<file path="config.mk">
export PLATFORM = sky130hd
export DESIGN_NAME = cis_line_sequencer
export DESIGN_NICKNAME = d
export VERILOG_FILES = /design/src/rtl/cis_pkg.sv /design/src/rtl/cis_clk_div.sv /design/src/rtl/cis_line_sequencer.sv
export SDC_FILE = /design/constraint.sdc
export NUM_CORES = 1
export LEC_CHECK = 0
export CAP_MARGIN = 30
export CELL_PAD_IN_SITES_DETAIL_PLACEMENT = 1
export CELL_PAD_IN_SITES_GLOBAL_PLACEMENT = 2
export CORE_ASPECT_RATIO = 1.75
export CORE_UTILIZATION = 37
export DETAILED_ROUTE_END_ITERATION = 6
export PLACE_DENSITY_LB_ADDON = 0.08
export SYNTH_ARGS = -nofsm -noshare
export SYNTH_HDL_FRONTEND = slang
export SYNTH_SLANG_ARGS = --single-unit
</file>
<file path="constraint.sdc">
create_clock -name USB_CLK -period 4.9 [get_ports USB_CLK]
set_input_delay 0.98 -clock USB_CLK [delete_from_list [all_inputs] [get_ports USB_CLK]]
set_output_delay 0.98 -clock USB_CLK [all_outputs]
set_load 0.02 [all_outputs]
</file>
<file path="src/rtl/cis_pkg.sv">
// cis_pkg: shared state/colour encodings and default line timing for the CIS line sequencer
package cis_pkg;
  typedef enum logic [1:0] {IDLE, ARM, RUN, DRAIN} cis_state_t;
  localparam logic [1:0] COL_R = 2'd0;
  localparam logic [1:0] COL_G = 2'd1;
  localparam logic [1:0] COL_B = 2'd2;
  localparam int LINE_300_DEF = 2700;
  localparam int LINE_600_DEF = 5300;
  localparam int LED_OFF_DEF = 40;
  localparam int LED_ON_DEF = 70;
  // R -> G -> B -> R when sequencing, otherwise parked on R (all LEDs driven together)
  function automatic logic [1:0] next_color(input logic [1:0] c, input bit seq);
    return !seq ? COL_R : (c == COL_B) ? COL_R : c + 2'd1;
  endfunction
endpackage

</file>
<file path="src/rtl/cis_clk_div.sv">
// cis_clk_div: USB_CLK divider producing the period tick, CIS/ADC clock phases and the FIFO write strobe
module cis_clk_div #(
  parameter int CLK_DIV = 6,
  parameter int ADC_DELAY = 3,
  parameter int WR_POS = 2
) (
  input  logic USB_CLK,
  input  logic RST_L,
  input  logic run_nxt,
  output logic tick,
  output logic CIS_CLK,
  output logic ADC_CLK,
  output logic USB_WR_L
);
  localparam int DW = $clog2(CLK_DIV);
  localparam logic [DW-1:0] LAST = DW'(CLK_DIV - 1);
  localparam logic [DW-1:0] HALF = DW'(CLK_DIV / 2);
  localparam logic [DW-1:0] ADC_D = DW'(ADC_DELAY);
  localparam logic [DW-1:0] ADC_W = DW'(CLK_DIV - ADC_DELAY);
  localparam logic [DW-1:0] WR_P = DW'(WR_POS);
  logic [DW-1:0] div_cnt, div_nxt, adc_ph;
  assign tick = div_cnt == LAST;
  assign div_nxt = tick ? '0 : div_cnt + DW'(1);
  assign adc_ph = (div_nxt >= ADC_D) ? div_nxt - ADC_D : div_nxt + ADC_W;
  // outputs are registered from the next divider phase so they line up with div_cnt itself
  always_ff @(posedge USB_CLK or negedge RST_L)
    if (!RST_L) begin
      div_cnt <= '0;
      CIS_CLK <= 1'b0;
      ADC_CLK <= 1'b0;
      USB_WR_L <= 1'b1;
    end else begin
      div_cnt <= div_nxt;
      CIS_CLK <= run_nxt && div_nxt < HALF;
      ADC_CLK <= adc_ph < HALF;
      USB_WR_L <= !(run_nxt && div_nxt == WR_P);
    end
endmodule

</file>
<file path="src/rtl/cis_line_sequencer.sv">
// cis_line_sequencer: CIS line timing with run/stop, per-line DPI latch, RGB LED sequencing and line counting
module cis_line_sequencer
  import cis_pkg::*;
#(
  parameter int CLK_DIV = 6,
  parameter int ADC_DELAY = 3,
  parameter int WR_POS = 2,
  parameter int LINE_300 = LINE_300_DEF,
  parameter int LINE_600 = LINE_600_DEF,
  parameter int LED_OFF = LED_OFF_DEF,
  parameter int LED_ON = LED_ON_DEF,
  parameter int SYNC_POS = 1000,
  parameter int COLOR_SEQ = 1,
  parameter int PIX_W = 13,
  parameter int LINE_W = 16
) (
  input  logic USB_CLK,
  input  logic RST_L,
  input  logic EN,
  input  logic DPI_600,
  output logic CIS_MODE,
  output logic CIS_CLK,
  output logic CIS_SP,
  output logic CIS_LED_RED,
  output logic CIS_LED_GREEN,
  output logic CIS_LED_BLUE,
  output logic ADC_CLK,
  output logic USB_WR_L,
  output logic SCOPE_SYNC,
  output logic [LINE_W-1:0] LINE_CNT,
  output logic [1:0] COLOR,
  output logic BUSY
);
  localparam logic [PIX_W-1:0] ONE = PIX_W'(1);
  localparam logic [PIX_W-1:0] L300 = PIX_W'(LINE_300);
  localparam logic [PIX_W-1:0] L600 = PIX_W'(LINE_600);
  localparam logic [PIX_W-1:0] OFF = PIX_W'(LED_OFF);
  localparam logic [PIX_W-1:0] ON = PIX_W'(LED_ON);
  localparam logic [PIX_W-1:0] SYNC = PIX_W'(SYNC_POS);
  cis_state_t state, state_nxt;
  logic [PIX_W-1:0] pix_cnt, pix_nxt, line_len;
  logic [LINE_W-1:0] line_nxt;
  logic [1:0] color_nxt;
  logic mode_nxt, tick, active, eol, run_nxt, led_win;
  assign line_len = CIS_MODE ? L600 : L300;
  assign active = state == RUN || state == DRAIN;
  assign eol = active && tick && pix_cnt == line_len;
  assign run_nxt = state_nxt == RUN || state_nxt == DRAIN;
  assign led_win = run_nxt && !(pix_nxt >= OFF && pix_nxt < ON);
  cis_clk_div #(.CLK_DIV(CLK_DIV), .ADC_DELAY(ADC_DELAY), .WR_POS(WR_POS)) u_div (
    .USB_CLK(USB_CLK),
    .RST_L(RST_L),
    .run_nxt(run_nxt),
    .tick(tick),
    .CIS_CLK(CIS_CLK),
    .ADC_CLK(ADC_CLK),
    .USB_WR_L(USB_WR_L)
  );
  // scan state: ARM waits for a period boundary so RUN starts on a fresh CIS_CLK high phase
  always_comb begin
    state_nxt = state;
    case (state)
      IDLE: if (EN) state_nxt = ARM;
      ARM: if (!EN) state_nxt = IDLE; else if (tick) state_nxt = RUN;
      RUN: if (!EN) state_nxt = DRAIN;
      DRAIN: if (EN) state_nxt = RUN; else if (eol) state_nxt = IDLE;
      default: state_nxt = IDLE;
    endcase
  end
  // pixel/line/colour bookkeeping; a line start latches the DPI selection for the whole line
  always_comb begin
    pix_nxt = pix_cnt;
    line_nxt = LINE_CNT;
    color_nxt = COLOR;
    mode_nxt = CIS_MODE;
    if (state == IDLE && EN) begin
      pix_nxt = ONE;
      line_nxt = '0;
      color_nxt = COL_R;
    end
    if (state == ARM && state_nxt == RUN) mode_nxt = DPI_600;
    if (active && tick) pix_nxt = eol ? ONE : pix_cnt + ONE;
    if (eol) begin
      line_nxt = LINE_CNT + LINE_W'(1);
      color_nxt = next_color(COLOR, COLOR_SEQ != 0);
      mode_nxt = (state_nxt == IDLE) ? CIS_MODE : DPI_600;
    end
  end
  // state, counters and decoded outputs, all decoded from next values so they switch together
  always_ff @(posedge USB_CLK or negedge RST_L)
    if (!RST_L) begin
      state <= IDLE;
      pix_cnt <= ONE;
      LINE_CNT <= '0;
      COLOR <= COL_R;
      CIS_MODE <= 1'b0;
      CIS_SP <= 1'b0;
      CIS_LED_RED <= 1'b0;
      CIS_LED_GREEN <= 1'b0;
      CIS_LED_BLUE <= 1'b0;
      SCOPE_SYNC <= 1'b0;
      BUSY <= 1'b0;
    end else begin
      state <= state_nxt;
      pix_cnt <= pix_nxt;
      LINE_CNT <= line_nxt;
      COLOR <= color_nxt;
      CIS_MODE <= mode_nxt;
      CIS_SP <= run_nxt && pix_nxt == ONE;
      CIS_LED_RED <= led_win && (COLOR_SEQ == 0 || color_nxt == COL_R);
      CIS_LED_GREEN <= led_win && (COLOR_SEQ == 0 || color_nxt == COL_G);
      CIS_LED_BLUE <= led_win && (COLOR_SEQ == 0 || color_nxt == COL_B);
      SCOPE_SYNC <= run_nxt && pix_nxt == SYNC;
      BUSY <= state_nxt != IDLE;
    end
endmodule

</file>
==> results of run 1 <==
[worst paths after layout]
| check | to | from | slack [ns] | depth (start not counted) |
|---|---|---|---|---|
| worst max-delay path | CIS_LED_GREEN | EN | 1.20 | 9 |
| worst min-delay path | LINE_CNT[15] | LINE_CNT[15] | 0.48 | 1 |
| worst max register to register | SCOPE_SYNC | pix_cnt[1] | 1.81 | 9 |
| worst min register to register | LINE_CNT[15] | LINE_CNT[15] | 0.48 | 1 |
| max in group asynchronous | state[1] | RST_L | 3.74 | 2 |
| min in group asynchronous | u_div.ADC_CLK | RST_L | 0.75 | 2 |
[cell usage after synthesis, types with 2 or more instances]
master | instances | area, µm²
a211oi_1 | 4 | 30.0
a21oi_1 | 6 | 30.0
a22o_1 | 3 | 26.3
a31oi_1 | 3 | 18.8
and2_1 | 3 | 18.8
and3_1 | 8 | 50.1
and4_1 | 4 | 35.0
buf_2 | 4 | 20.0
clkbuf_1 | 7 | 26.3
dfrtp_1 | 44 | 1100
dfstp_2 | 2 | 52.6
ha_1 | 5 | 62.6
inv_1 | 9 | 33.8
mux2_1 | 2 | 22.5
mux2i_1 | 2 | 20.0
nand2_1 | 29 | 109
nand3_1 | 20 | 100
nand3b_1 | 2 | 15.0
nand4_1 | 6 | 37.5
nand4b_1 | 4 | 35.0
nor2_1 | 15 | 56.3
nor2b_1 | 3 | 18.8
nor3_1 | 7 | 35.0
nor3b_1 | 4 | 30.0
o211ai_1 | 5 | 37.5
o21a_1 | 2 | 15.0
o21ai_0 | 14 | 70.1
o21ai_1 | 6 | 30.0
o21bai_1 | 2 | 15.0
o31ai_1 | 7 | 52.6
or2_1 | 2 | 12.5
or3b_1 | 2 | 17.5
xor2_1 | 3 | 26.3
[cells by family after synthesis]
group	after synthesis
adder cells (fa/ha/maj)	5
flip-flops	46
AND/OR/NAND/NOR	118
buffers and inverters	23
XOR/XNOR	3
multiplexers	5
AO/OA/AOI/OAI	60
[critical path: cells and delay by family]
| kind | cells | cell delay, ns |
|---|---|---|
| multiplexers | 1 | 0.16 |
| AO/OA/AOI/OAI | 3 | 0.97 |
| buffers and inverters | 1 | 0.53 |
| AND/OR/NAND/NOR | 4 | 1.24 |
[flip-flops by register name (all words and copies together) (netlist names), 2 cells and up]
| register | flops |
|---|---|
| state | 2 |
| pix_cnt | 13 |
| COLOR | 2 |
| LINE_CNT | 16 |
| u_div.div_cnt | 3 |
[cell type report]
| type | instances | area (µm²) | share of cell area (%) |
|---|---|---|---|
| repair buffers | 33 | 320 | 11.0 |
| clock buffers | 5 | 68.8 | 2.36 |
| multi-input cells | 191 | 1190 | 41.0 |
| inverters | 9 | 33.8 | 1.16 |
| clock inverters | 3 | 40.0 | 1.38 |
| flip-flops and latches | 46 | 1150 | 39.6 |
| well taps | 80 | 100 | 3.44 |
[per-layer routing]
metal	wire [µm]	global-route usage (%)
met4	256	10.6
met5	0	0
met3	138	3.22
met2	3480	37.5
met1	2510	21.2
[power by group]
| part | internal, mW | switching [mW] |
|---|---|---|
| combinational | 0.0603 | 0.0750 |
| sequential | 0.408 | 0.0384 |
| clock | 0.150 | 0.134 |
[stage by stage]
step	setup WS [ns]	hold WS (ns)
after floorplan	1.89	0.517
after global placement	0.895	0.478
after detailed placement	0.838	0.476
after CTS	1.15	0.490
after global routing	1.03	0.532
final	1.20	0.482
==> results.json, run 1 <==
{
  "status": "finished clean",
  "synth_warnings": 0,
  "numPortBuffers": 31,
  "cts_tree": "built",
  "cts_root_buf": "clkbuf_8",
  "overflow": 0,
  "die_w_um": 63.5,
  "crit_path_frequent_cell": "o31ai_1",
  "grt_pass1_wl_mm": 10.5,
  "power_uw": 865,
  "arrival_ns": 3.88,
  "grt_usage_pct": 20.0,
  "synth-compound-area-share_pct": 16.0,
  "firstDrtPassIters": 3,
  "layoutNonFillerInstCount": 367,
  "period_share_pct": 75.5,
  "io_pins": 32,
  "cts_buffer_depth": 2,
  "nets": 295,
  "period_minus_slack_ns": 3.70,
  "synthCells": 260,
  "n_fill_cell": 750,
  "fp.dieArea_um2": 6960,
  "finalClockSkew_ns": 0.00941,
  "setup.worst_path.start_class": "primary input",
  "cts-resized-gates": 0,
  "final_common_cell": "dfrtp_1",
  "yosys_register_bits": 46,
  "worst_slew_pin_slew_ns": 0.596,
  "relSlewSlack_pct": 60.3,
  "fmax_mhz": 270,
  "synth-xor-area-share_pct": 1.07,
  "post_cts_buffers": 0,
  "cts.clk_slew.worst_paths_ns": 0.08,
  "final_util_pct": 46.4,
  "cpPeakStageDelay_ns": 0.62,
  "h-tree-depth": 2,
  "ys_async_sr_fraction_pct": 100,
  "post_drt_via_cell_ratio": 5.73,
  "cts_inserted_buffers": 5,
  "path_class": "in -> reg",
  "grt_pass1_vias": 2096,
  "cp.required_ns": 5.08,
  "critPathCaptureType": "register",
  "seq_area_frac_synth_pct": 47.1,
  "core_region_area_um2": 6280,
  "drc": 0,
  "cp_max_fo": 15,
  "antenna_found_initial": 0,
  "dpl-instance-area_um2": 2800,
  "synth_fp_nets": 269,
  "rsz0062_at_grt": "no",
  "ant_nets": 0,
  "synth_edf_count": 0,
  "area_delta_synth_final_pct": 18.8,
  "place_inst": 359,
  "most-common-layout-cells": "dfrtp_1, clkdlybuf4s50_1, nand2_1, nand3_1, nor2_1",
  "synth_top_flop_cell": "dfrtp_1",
  "place_congestion": 0.831,
  "wl_per_cell_um": 17.4,
  "routed_wl_mm": 6.39,
  "muxShareOfSynthArea_pct": 2.20,
  "hp-class": "reg -> reg",
  "synthDistinctLibCells": 54,
  "worstSkewPairLatency_ns": 0.31,
  "syn_area_um2": 2450,
  "slew_violations": 0,
  "slowest_stage": "or3b_1",
  "setup_violations": 0,
  "fin_area_um2": 2910,
  "row_count": 38,
  "drive_above_1_share_pct": 5.57,
  "drv_cap": 0,
  "grt_max_degree": 47,
  "start_util_pct": 39.0,
  "synth_area_per_cell_um2": 9.42,
  "ir_worst_vdd_uv": 240,
  "die_h_um": 110,
  "p_per_area_nw_per_um2": 297,
  "drt_first_iter_violations": 74,
  "antennaDiodeCount": 0,
  "synth-adder-area-share_pct": 2.55,
  "leakagePower_nw": 1.25,
  "hpwl_mm": 4.80,
  "cp_cell_sequence": "clkdlybuf4s50_1 -> or3b_1 -> and2_1 -> nand2_1 -> o31ai_1 -> a211oi_1 -> mux2i_1 -> o31ai_1 -> nor3b_1",
  "numClockSinks": 46,
  "num_vias": 2102,
  "hold_viol": 0,
  "cts-hold-fix-buffers": 0,
  "synth_top_family_by_area": "simple AND/OR/NAND/NOR gates",
  "yosys.area_share.simple_pct": 26.9,
  "fin_tns_setup_ns": 0
}
No activity file was read; power rests on OpenSTA's default activity.
==> run 2: changes to the inputs <==
--- a/config.mk
+++ b/config.mk
@@ -9,7 +9,7 @@
 export CELL_PAD_IN_SITES_DETAIL_PLACEMENT = 1
 export CELL_PAD_IN_SITES_GLOBAL_PLACEMENT = 2
 export CORE_ASPECT_RATIO = 1.75
-export CORE_UTILIZATION = 37
+export CORE_UTILIZATION = 34
 export DETAILED_ROUTE_END_ITERATION = 6
 export PLACE_DENSITY_LB_ADDON = 0.08
 export SYNTH_ARGS = -nofsm -noshare
==> constraint.sdc (replaced) <==
create_clock -name USB_CLK -period 3.7 [get_ports USB_CLK]
set_input_delay 0.74 -clock USB_CLK [delete_from_list [all_inputs] [get_ports USB_CLK]]
set_output_delay 0.74 -clock USB_CLK [all_outputs]
set_load 0.02 [all_outputs]
==> run 2 against run 1 <==
Sequential power rose by 33%. Sequential cell count did not move. Cell area rose by 3.4%. Worst setup slack got worse by 0.67 ns. Clock-buffer cell count rose by 1. Via count rose by 1.5%. Critical path depth fell by 1. Critical path type unchanged.
==> results.json, run 2 (synthesized netlist as in run 1, its figures left out) <==
{
  "period_share_pct": 85.6,
  "power_mw": 1.24,
  "fin_tns_setup_ns": 0,
  "numPortBuffers": 31,
  "antennaDiodeCount": 0,
  "cts_root_buf": "clkbuf_16",
  "num_vias": 2133,
  "worst_slew_pin_slew_ns": 0.540,
  "cp.buffers_inverters": 1,
  "worstSkewPairLatency_ns": 0.29,
  "leakagePower_nw": 1.29,
  "firstDrtPassIters": 4,
  "most-common-layout-cells": "dfrtp_1, clkdlybuf4s50_1, nand2_1, nand3_1, nor2_1",
  "grt_pass1_wl_mm": 11.1,
  "cp_cell_sequence": "clkdlybuf4s50_1 -> or3b_1 -> and2_1 -> nand2_1 -> o311ai_1 -> or3_1 -> or4_1 -> nor4_2",
  "drive_above_1_share_pct": 7.19,
  "slowest_stage": "clkdlybuf4s50_1",
  "cts_tree": "built",
  "io_pins": 32,
  "antenna_found_initial": 0,
  "finalClockSkew_ns": 0.00703,
  "cts_inserted_buffers": 5,
  "p_per_area_nw_per_um2": 412,
  "cts_buffer_depth": 2,
  "numClockSinks": 46,
  "place_ws_ns": 0.236,
  "reg_top3": "LINE_CNT: 16 flops, pix_cnt: 13 flops, u_div.div_cnt: 3 flops",
  "r2r_slack_ns": 0.71,
  "grt_pass1_vias": 2227,
  "place_congestion": 0.801,
  "final_common_cell": "dfrtp_1",
  "slew_violations": 0,
  "cp.required_ns": 3.89,
  "drt_first_iter_violations": 121,
  "setup.worst_path.start_class": "primary input",
  "area_delta_synth_final_pct": 22.8,
  "die_w_um": 66.2,
  "place_inst": 368,
  "overflow": 0,
  "setup_violations": 0,
  "cpPeakStageDelay_ns": 0.55,
  "core_region_area_um2": 6910,
  "ir_worst_vdd_uv": 211,
  "start_util_pct": 35.5,
  "critPathCaptureType": "register",
  "grt_max_degree": 34,
  "routed_wl_mm": 6.72,
  "cp_top_family": "simple AND/OR/NAND/NOR gates",
  "period_minus_slack_ns": 3.17,
  "ant_nets": 0,
  "h-tree-depth": 2,
  "regMostFlops": "LINE_CNT",
  "rsz0062_at_grt": "no",
  "grt_usage_pct": 19.7,
  "relSlewSlack_pct": 63.8,
  "row_count": 40,
  "largest_reg_flops": 16,
  "layoutNonFillerInstCount": 376,
  "post_cts_buffers": 0,
  "drc": 0,
  "wl_per_cell_um": 17.9,
  "hp-class": "in -> async",
  "status": "finished clean",
  "hold_viol": 0,
  "cts-hold-fix-buffers": 0,
  "die_h_um": 114,
  "fin_area_um2": 3010,
  "whs_ns": 0.353,
  "arrival_ns": 3.36,
  "path_class": "in -> reg",
  "fp.dieArea_um2": 7560,
  "cts.clk_slew.worst_paths_ns": 0.07,
  "post_drt_via_cell_ratio": 5.67,
  "final_util_pct": 43.6,
  "cts-resized-gates": 0,
  "drv_cap": 0,
  "hpwl_mm": 5.26,
  "fin_ws_ns": 0.533,
  "cp_max_fo": 10,
  "fmax_mhz": 316,
  "nets": 300,
  "dpl-instance-area_um2": 2860
}
run 2: cell types whose count changed in the layout (fill, tap and decap cells not counted):
| cell | previous run | this run |
|---|---|---|
| clkinv_2 | 2 | 1 |
| clkbuf_8 | 5 | 1 |
| clkbuf_16 | 0 | 5 |
| buf_4 | 2 | 6 |
| buf_12 | 0 | 1 |
| bufinv_16 | 1 | 0 |
| clkinvlp_4 | 0 | 1 |
run 2: worst paths after layout:
kind / startpoint / to / depth (start not counted)
hold / removal: RST_L / LINE_CNT[15] / 1
hold reg to reg: LINE_CNT[15] / LINE_CNT[15] / 1
setup reg to reg: pix_cnt[1] / SCOPE_SYNC / 9
max in group asynchronous: RST_L / pix_cnt[0] / 2
setup / recovery: EN / SCOPE_SYNC / 8
min in group USB_CLK: LINE_CNT[15] / LINE_CNT[15] / 1
run 2: area by class of cell:
cell class	instances	area, µm²
inverter	9	33.8
multi-input combinational	191	1190
fill	819	3900
clock inverter	2	12.5
timing repair buffer	38	370
sequential	46	1150
clock buffer	6	139
tap	84	105
run 2: worst reg2reg max path, cell delays in order (launching register included):
cell and delay, ns:
dfrtp_1 0.45, inv_1 0.11, ha_1 0.20, nor3b_2 0.21
o21a_1 0.30, nand2b_1 0.31, o311ai_1 0.17, or3_1 0.41
or4_1 0.45, nor4_2 0.28
run 2: where the power goes:
| part | leakage (nW) | switching [mW] | total [mW] | internal (mW) |
|---|---|---|---|---|
| sequential | 0.605 | 0.0526 | 0.593 | 0.540 |
| clock | 0.0729 | 0.190 | 0.458 | 0.268 |
| combinational | 0.615 | 0.104 | 0.188 | 0.0840 |
| total | 1.29 | 0.347 | 1.24 | 0.892 |
run 2: per-layer routing:
metal | wire length, µm | GRT usage [%] | vias to the layer above
li1 | - | - | 1012
met1 | 2480 | 19.8 | 1064
met2 | 3750 | 36.5 | 37
met3 | 132 | 3.29 | 20
met4 | 358 | 12.1 | 0
met5 | 0 | 0 | -
==> run 3: changes to the inputs <==
--- a/config.mk
+++ b/config.mk
@@ -5,6 +5,7 @@
 export SDC_FILE = /design/constraint.sdc
 export NUM_CORES = 1
 export LEC_CHECK = 0
+export ABC_AREA = 0
 export CAP_MARGIN = 30
 export CELL_PAD_IN_SITES_DETAIL_PLACEMENT = 1
 export CELL_PAD_IN_SITES_GLOBAL_PLACEMENT = 2
==> results of run 3 <==
Final layout, timing and power as in run 2 (identical DEF).
